**src/rtl/garbage_injector_pkg.sv**
```systemverilog
// Shared constants and state encoding for the garbage injector.
package garbage_injector_pkg;

    // Default geometry and limits
    localparam int BOARD_W     = 10;
    localparam int CNT_W       = 5;
    localparam int MAX_PENDING = 20;
    localparam int MAX_BURST   = 4;
    localparam int RND_W       = 5;

    // Injector FSM states
    typedef enum logic [1:0] {
        IDLE = 2'd0,
        PICK = 2'd1,
        EMIT = 2'd2
    } state_t;

endpackage

```
**src/rtl/garbage_injector_hole_select.sv**
```systemverilog
// Maps a PRNG sample to a hole column, avoiding a repeat of the previous burst's hole.
module garbage_injector_hole_select
    import garbage_injector_pkg::*;
#(
    parameter int BOARD_W_P = BOARD_W,
    parameter int RND_W_P   = RND_W,
    parameter int HOLE_W_P  = $clog2(BOARD_W_P)
) (
    input  logic [RND_W_P-1:0]  rnd,
    input  logic [HOLE_W_P-1:0] last_hole,
    output logic [HOLE_W_P-1:0] hole
);

    logic [HOLE_W_P-1:0] base_s;

    // Reduce rnd modulo the board width, then step one column on if it repeats
    always_comb begin
        base_s = HOLE_W_P'(rnd % RND_W_P'(BOARD_W_P));
        hole   = base_s;
        if (base_s == last_hole) begin
            if (base_s == HOLE_W_P'(BOARD_W_P - 1)) begin
                hole = {HOLE_W_P{1'b0}};
            end else begin
                hole = base_s + {{(HOLE_W_P-1){1'b0}}, 1'b1};
            end
        end else begin
            hole = base_s;
        end
    end

endmodule

```
**src/rtl/garbage_injector.sv**
```systemverilog
// Garbage injector: accumulates attack lines, offsets them with clears, and
// pushes one-hole garbage rows into the board in bursts at safe points.
module garbage_injector
    import garbage_injector_pkg::*;
#(
    parameter int BOARD_W_P     = BOARD_W,
    parameter int CNT_W_P       = CNT_W,
    parameter int MAX_PENDING_P = MAX_PENDING,
    parameter int MAX_BURST_P   = MAX_BURST
) (
    input  logic                 clk,
    input  logic                 rst_n,
    input  logic [RND_W-1:0]     rnd,
    input  logic                 atk_valid,
    input  logic [CNT_W_P-1:0]   atk_lines,
    input  logic                 cancel_valid,
    input  logic [CNT_W_P-1:0]   cancel_lines,
    input  logic                 inject_en,
    output logic                 row_valid,
    output logic [BOARD_W_P-1:0] row_data,
    input  logic                 row_ready,
    output logic [CNT_W_P-1:0]   pending,
    output logic                 busy
);

    localparam int HOLE_W = $clog2(BOARD_W_P);
    localparam int BL_W   = $clog2(MAX_BURST_P + 1);
    localparam int W1     = CNT_W_P + 1;
    localparam logic [W1-1:0] MAX_PEND_W = W1'(MAX_PENDING_P);

    state_t               state_r;
    logic                 row_valid_r;
    logic [BOARD_W_P-1:0] row_data_r;
    logic                 busy_r;
    logic [BL_W-1:0]      burst_left_r;
    logic [HOLE_W-1:0]    last_hole_r;
    logic [CNT_W_P-1:0]   pending_r;

    logic                 accept_s;
    logic [HOLE_W-1:0]    hole_s;
    logic [BOARD_W_P-1:0] mask_s;
    logic [BL_W-1:0]      take_s;
    logic [W1-1:0]        add_s;
    logic [W1-1:0]        cancel_s;
    logic [W1-1:0]        sum_s;
    logic [W1-1:0]        diff_s;
    logic [W1-1:0]        floor_s;
    logic [W1-1:0]        kept_s;
    logic [W1-1:0]        popped_s;
    logic [CNT_W_P-1:0]   pending_next_s;

    assign accept_s  = row_valid_r & row_ready;
    assign row_valid = row_valid_r;
    assign row_data  = row_data_r;
    assign pending   = pending_r;
    assign busy      = busy_r;

    garbage_injector_hole_select #(
        .BOARD_W_P (BOARD_W_P),
        .RND_W_P   (RND_W),
        .HOLE_W_P  (HOLE_W)
    ) u_hole_select (
        .rnd       (rnd),
        .last_hole (last_hole_r),
        .hole      (hole_s)
    );

    // Full row with a single zero at the chosen hole column
    always_comb begin
        mask_s = {BOARD_W_P{1'b1}};
        for (int i = 0; i < BOARD_W_P; i++) begin
            if (hole_s == HOLE_W'(i)) begin
                mask_s[i] = 1'b0;
            end else begin
                mask_s[i] = 1'b1;
            end
        end
    end

    // Burst length: whatever is pending, capped at the per-opportunity maximum
    always_comb begin
        take_s = {BL_W{1'b0}};
        if (pending_r >= CNT_W_P'(MAX_BURST_P)) begin
            take_s = BL_W'(MAX_BURST_P);
        end else begin
            take_s = pending_r[BL_W-1:0];
        end
    end

    // Next pending count: add, cancel down to the committed-burst floor, pop, saturate
    always_comb begin
        add_s    = {W1{1'b0}};
        cancel_s = {W1{1'b0}};
        if (atk_valid) begin
            add_s = {1'b0, atk_lines};
        end else begin
            add_s = {W1{1'b0}};
        end
        if (cancel_valid) begin
            cancel_s = {1'b0, cancel_lines};
        end else begin
            cancel_s = {W1{1'b0}};
        end
        sum_s = {1'b0, pending_r} + add_s;
        if (sum_s > cancel_s) begin
            diff_s = sum_s - cancel_s;
        end else begin
            diff_s = {W1{1'b0}};
        end
        floor_s = {{(W1-BL_W){1'b0}}, burst_left_r};
        if (diff_s < floor_s) begin
            kept_s = floor_s;
        end else begin
            kept_s = diff_s;
        end
        popped_s = kept_s - {{(W1-1){1'b0}}, accept_s};
        if (popped_s > MAX_PEND_W) begin
            pending_next_s = MAX_PEND_W[CNT_W_P-1:0];
        end else begin
            pending_next_s = popped_s[CNT_W_P-1:0];
        end
    end

    // Pending-line counter register
    always_ff @(posedge clk) begin
        if (!rst_n) begin
            pending_r <= {CNT_W_P{1'b0}};
        end else begin
            pending_r <= pending_next_s;
        end
    end

    // Injector FSM with registered row, busy and burst bookkeeping
    always_ff @(posedge clk) begin
        if (!rst_n) begin
            state_r      <= IDLE;
            row_valid_r  <= 1'b0;
            row_data_r   <= {BOARD_W_P{1'b0}};
            busy_r       <= 1'b0;
            burst_left_r <= {BL_W{1'b0}};
            last_hole_r  <= HOLE_W'(BOARD_W_P - 1);
        end else begin
            case (state_r)
                IDLE: begin
                    if (inject_en && (pending_r != {CNT_W_P{1'b0}})) begin
                        state_r <= PICK;
                        busy_r  <= 1'b1;
                    end else begin
                        busy_r  <= 1'b0;
                    end
                end
                PICK: begin
                    last_hole_r <= hole_s;
                    row_data_r  <= mask_s;
                    // A same-cycle cancel may have emptied pending; then nothing to send
                    if (take_s != {BL_W{1'b0}}) begin
                        burst_left_r <= take_s;
                        row_valid_r  <= 1'b1;
                        state_r      <= EMIT;
                        busy_r       <= 1'b1;
                    end else begin
                        state_r      <= IDLE;
                        busy_r       <= 1'b0;
                    end
                end
                EMIT: begin
                    if (accept_s) begin
                        burst_left_r <= burst_left_r - {{(BL_W-1){1'b0}}, 1'b1};
                        if (burst_left_r == {{(BL_W-1){1'b0}}, 1'b1}) begin
                            row_valid_r <= 1'b0;
                            state_r     <= IDLE;
                            busy_r      <= 1'b0;
                        end else begin
                            row_valid_r <= 1'b1;
                        end
                    end else begin
                        row_valid_r <= 1'b1;
                    end
                end
                default: begin
                    state_r      <= IDLE;
                    row_valid_r  <= 1'b0;
                    busy_r       <= 1'b0;
                    burst_left_r <= {BL_W{1'b0}};
                end
            endcase
        end
    end

endmodule
```
**config.mk**
```make
export PLATFORM = sky130hd
export DESIGN_NAME = garbage_injector
export DESIGN_NICKNAME = d
export VERILOG_FILES = /design/src/rtl/garbage_injector_pkg.sv /design/src/rtl/garbage_injector_hole_select.sv /design/src/rtl/garbage_injector.sv
export SDC_FILE = /design/constraint.sdc
export NUM_CORES = 1
export LEC_CHECK = 0
export ABC_AREA = 1
export CORE_MARGIN = 2
export CORE_UTILIZATION = 53
export DETAILED_ROUTE_END_ITERATION = 7
export GPL_ROUTABILITY_DRIVEN = 1
export PLACE_DENSITY_LB_ADDON = 0.3
export SYNTH_ARGS = -nofsm -noshare
export SYNTH_HDL_FRONTEND = slang
export SYNTH_SLANG_ARGS = --single-unit
```
**constraint.sdc**
```tcl
create_clock -name clk -period 5.16 [get_ports clk]
set_clock_uncertainty 0.2 [all_clocks]
set_input_delay 0.774 -clock clk [delete_from_list [all_inputs] [get_ports clk]]
set_output_delay 0.774 -clock clk [all_outputs]
set_load 0.01 [all_outputs]
```
==> impl_metrics.yaml <==
clock_tree:
  path_clk_slew_ns: 0.09
  clk_latency_ns: 0.27
  cts_tree: "yes"
  cts_sinks: 26
  cts_buffers: 3
  clock_path_buffers: 2
  cts-htree-levels: 1
  cts_root_buffer: "clkbuf_8"
place:
  dp_hpwl_um: 3814
  place_ws_ns: -0.06647
  port_buffers: 37
  gp_congestion: 0.8676
synth:
  synth_ff_type: "dfxtp_1"
  synth_most_common_cell: "nand2_1"
  synth_top_area_cell: "dfxtp_1"
  synth_edf_count: 0
  synth.avg_cell_area_sq_um: 6.497
  yosys_warnings: 0
  synth_area_leaders: "dfxtp_1, nand2_1, ha_1, inv_1, o21ai_0"
  ys_top_cells_by_count: "nand2_1, inv_1, o21ai_0"
  yosysUniqueCellTypes: 33
  syn_area_sq_um: 2157
  ys_seq_area_share_pct: 24.13
  synth_nets: 376
  synthArstFlopShare_pct: 0
  ys_ff_latch: 26
  synthCells: 332
  yosysTopAreaCellShare_pct: 24.13
floorplanning:
  rows: 23
  die_area_sq_um: 4596
  die_x_um: 67.80
  core_area_sq_um: 3971
  io_pins: 38
  start_util_pct: 54.32
  die_h_um: 67.80
timing:
  timing.final.crit_share_pct: 93.29
  slew_viol_final: 0
  fin_tns_setup_ns: 0
  hold_ws_ns: 0.2928
  fin_ws_ns: 0.3461
  setup_violations: 0
  fin_crit_ns: 4.814
  fmax_mhz: 207.7
  worst_slew_pin_slew_ns: 0.6225
  timing.slew.headroom_pct: 58.50
  hold_viol: 0
setup_path:
  critPathMaxStageDelay_ns: 0.47
  path_buf_inv: 7
  path_class: "in -> reg"
  critPathLaunchType: "input port"
  crit_path_end_kind: "flip-flop"
  cp_data_required_time_ns: 5.17
  slowest_stage: "clkdlybuf4s50_1"
  crit_top_cell: "nand2_1"
  cp_top_family: "adder cells"
  crit_arrival_ns: 4.83
  cp_max_fo: 4
drt:
  drtPass1Iterations: 4
  ant_nets: 0
  drc: 0
  wire_per_inst_um: 11.22
  drt-total-wl_um: 4824
  first_iter_violations: 115
  avgViaCountPerCell: 5.063
  via_count: 2177
final_layout:
  drive_above_1_share_pct: 12.89
  final_util_pct: 70.32
  fin_nets: 425
  insertedDiodeCount: 0
  area_delta_synth_final_pct: 29.47
run:
  maxCapViolCount: 0
power_and_ir_drop:
  peakVddDrop_v: 0.0003021
  p_leak_uw: 0.001383
  powerDensity_nw_per_um2: 602.9
  p_total_uw: 1684
global_route:
  grtUsageTotal_pct: 21.97
  grt_first_pass_wirelength_um: 7976
  antenna_found_initial: 0
  grt_pass1_vias: 2010
  grt_max_degree: 21
  grt_overflow_total: 0
min_path:
  hold_path_class: "reg -> reg"
status:
  status: "completed"
cell families after synthesis:
family	share of synthesized area (%)
adders and majority gates	14.04
AOI/OAI and AO/OA	16.30
xor gates and xnor gates	4.873
buffers and inverters	12.41
and+or+nand+nor	28.25
DFF	24.13
where the power goes:
| group | internal, uW | switching, uW | leakage [uW] |
|---|---|---|---|
| clock | 104 | 62.0 | 0.0000357 |
| sequential | 274 | 45.5 | 0.000214 |
| combinational | 519 | 679 | 0.00113 |
per-layer routing:
metal,up-vias,global-route usage [%],wire length [um]
li1,1157,-,-
met1,981,26.33,2158
met2,35,40.32,2470
met3,4,2.833,167
met4,0,7.000,27
met5,-,0,0
per-stage QoR:
step           cell area (sq um)  cells
2_1_floorplan               2157    332
3_3_place_gp                2638    424
3_5_place_dp                2638    424
4_1_cts                     2709    428
5_1_grt                     2793    430
6_report                    2793    430
worst reg2reg max path: cells and delay by family (launching register included):
kind	cells	cell delay, ns
fa+ha+maj	6	1.48
buf+inv	5	0.41
flops	1	0.46
compound gates	1	0.06
simple gates	15	1.23
xor+xnor	2	0.36
state kept, by name (all words and copies together) (netlist names):
signal	count
state_r	2
row_data	10
last_hole_r	4
pending	5
row_valid	1
burst_left_r	3
busy	1
repair_timing:
| action | CTS | global route |
|---|---|---|
| buffers inserted | 0 | 2 |
| setup endpoints to repair | 0 | 5 |
| gates resized for setup | 0 | 21 |
| hold buffers | 0 | 0 |
final timing paths:
path                    from         end  slack (ns)  cells after the start
hold reg to reg   state_r[0]  state_r[0]        0.29                      2
setup reg to reg  pending[0]  pending[2]        0.92                     29
setup / recovery   atk_valid  pending[2]        0.35                     32
hold / removal    state_r[0]  state_r[0]        0.29                      2
layout by cell type, fill, tap and decap left out, types with 9 or more instances in the layout:
master,synthesis,routed
nand2_1,77,73
inv_1,61,60
clkdlybuf4s50_1,0,37
dfxtp_1,26,26
o21ai_0,27,25
a21oi_1,24,24
nor2_1,21,20
nand3_1,22,20
ha_1,21,17
buf_4,0,12
nand2_2,5,9
cell type report:
cell class | count | area, sq um
inverters | 64 | 240.2
multi-input cells | 237 | 1438
clock buffers | 3 | 41.29
repair buffers | 49 | 460.4
fillers | 337 | 1179
clock inverters | 1 | 30.03
well taps | 50 | 62.56
flip-flops and latches | 26 | 520.5
No activity file was read; power rests on OpenSTA's default activity.
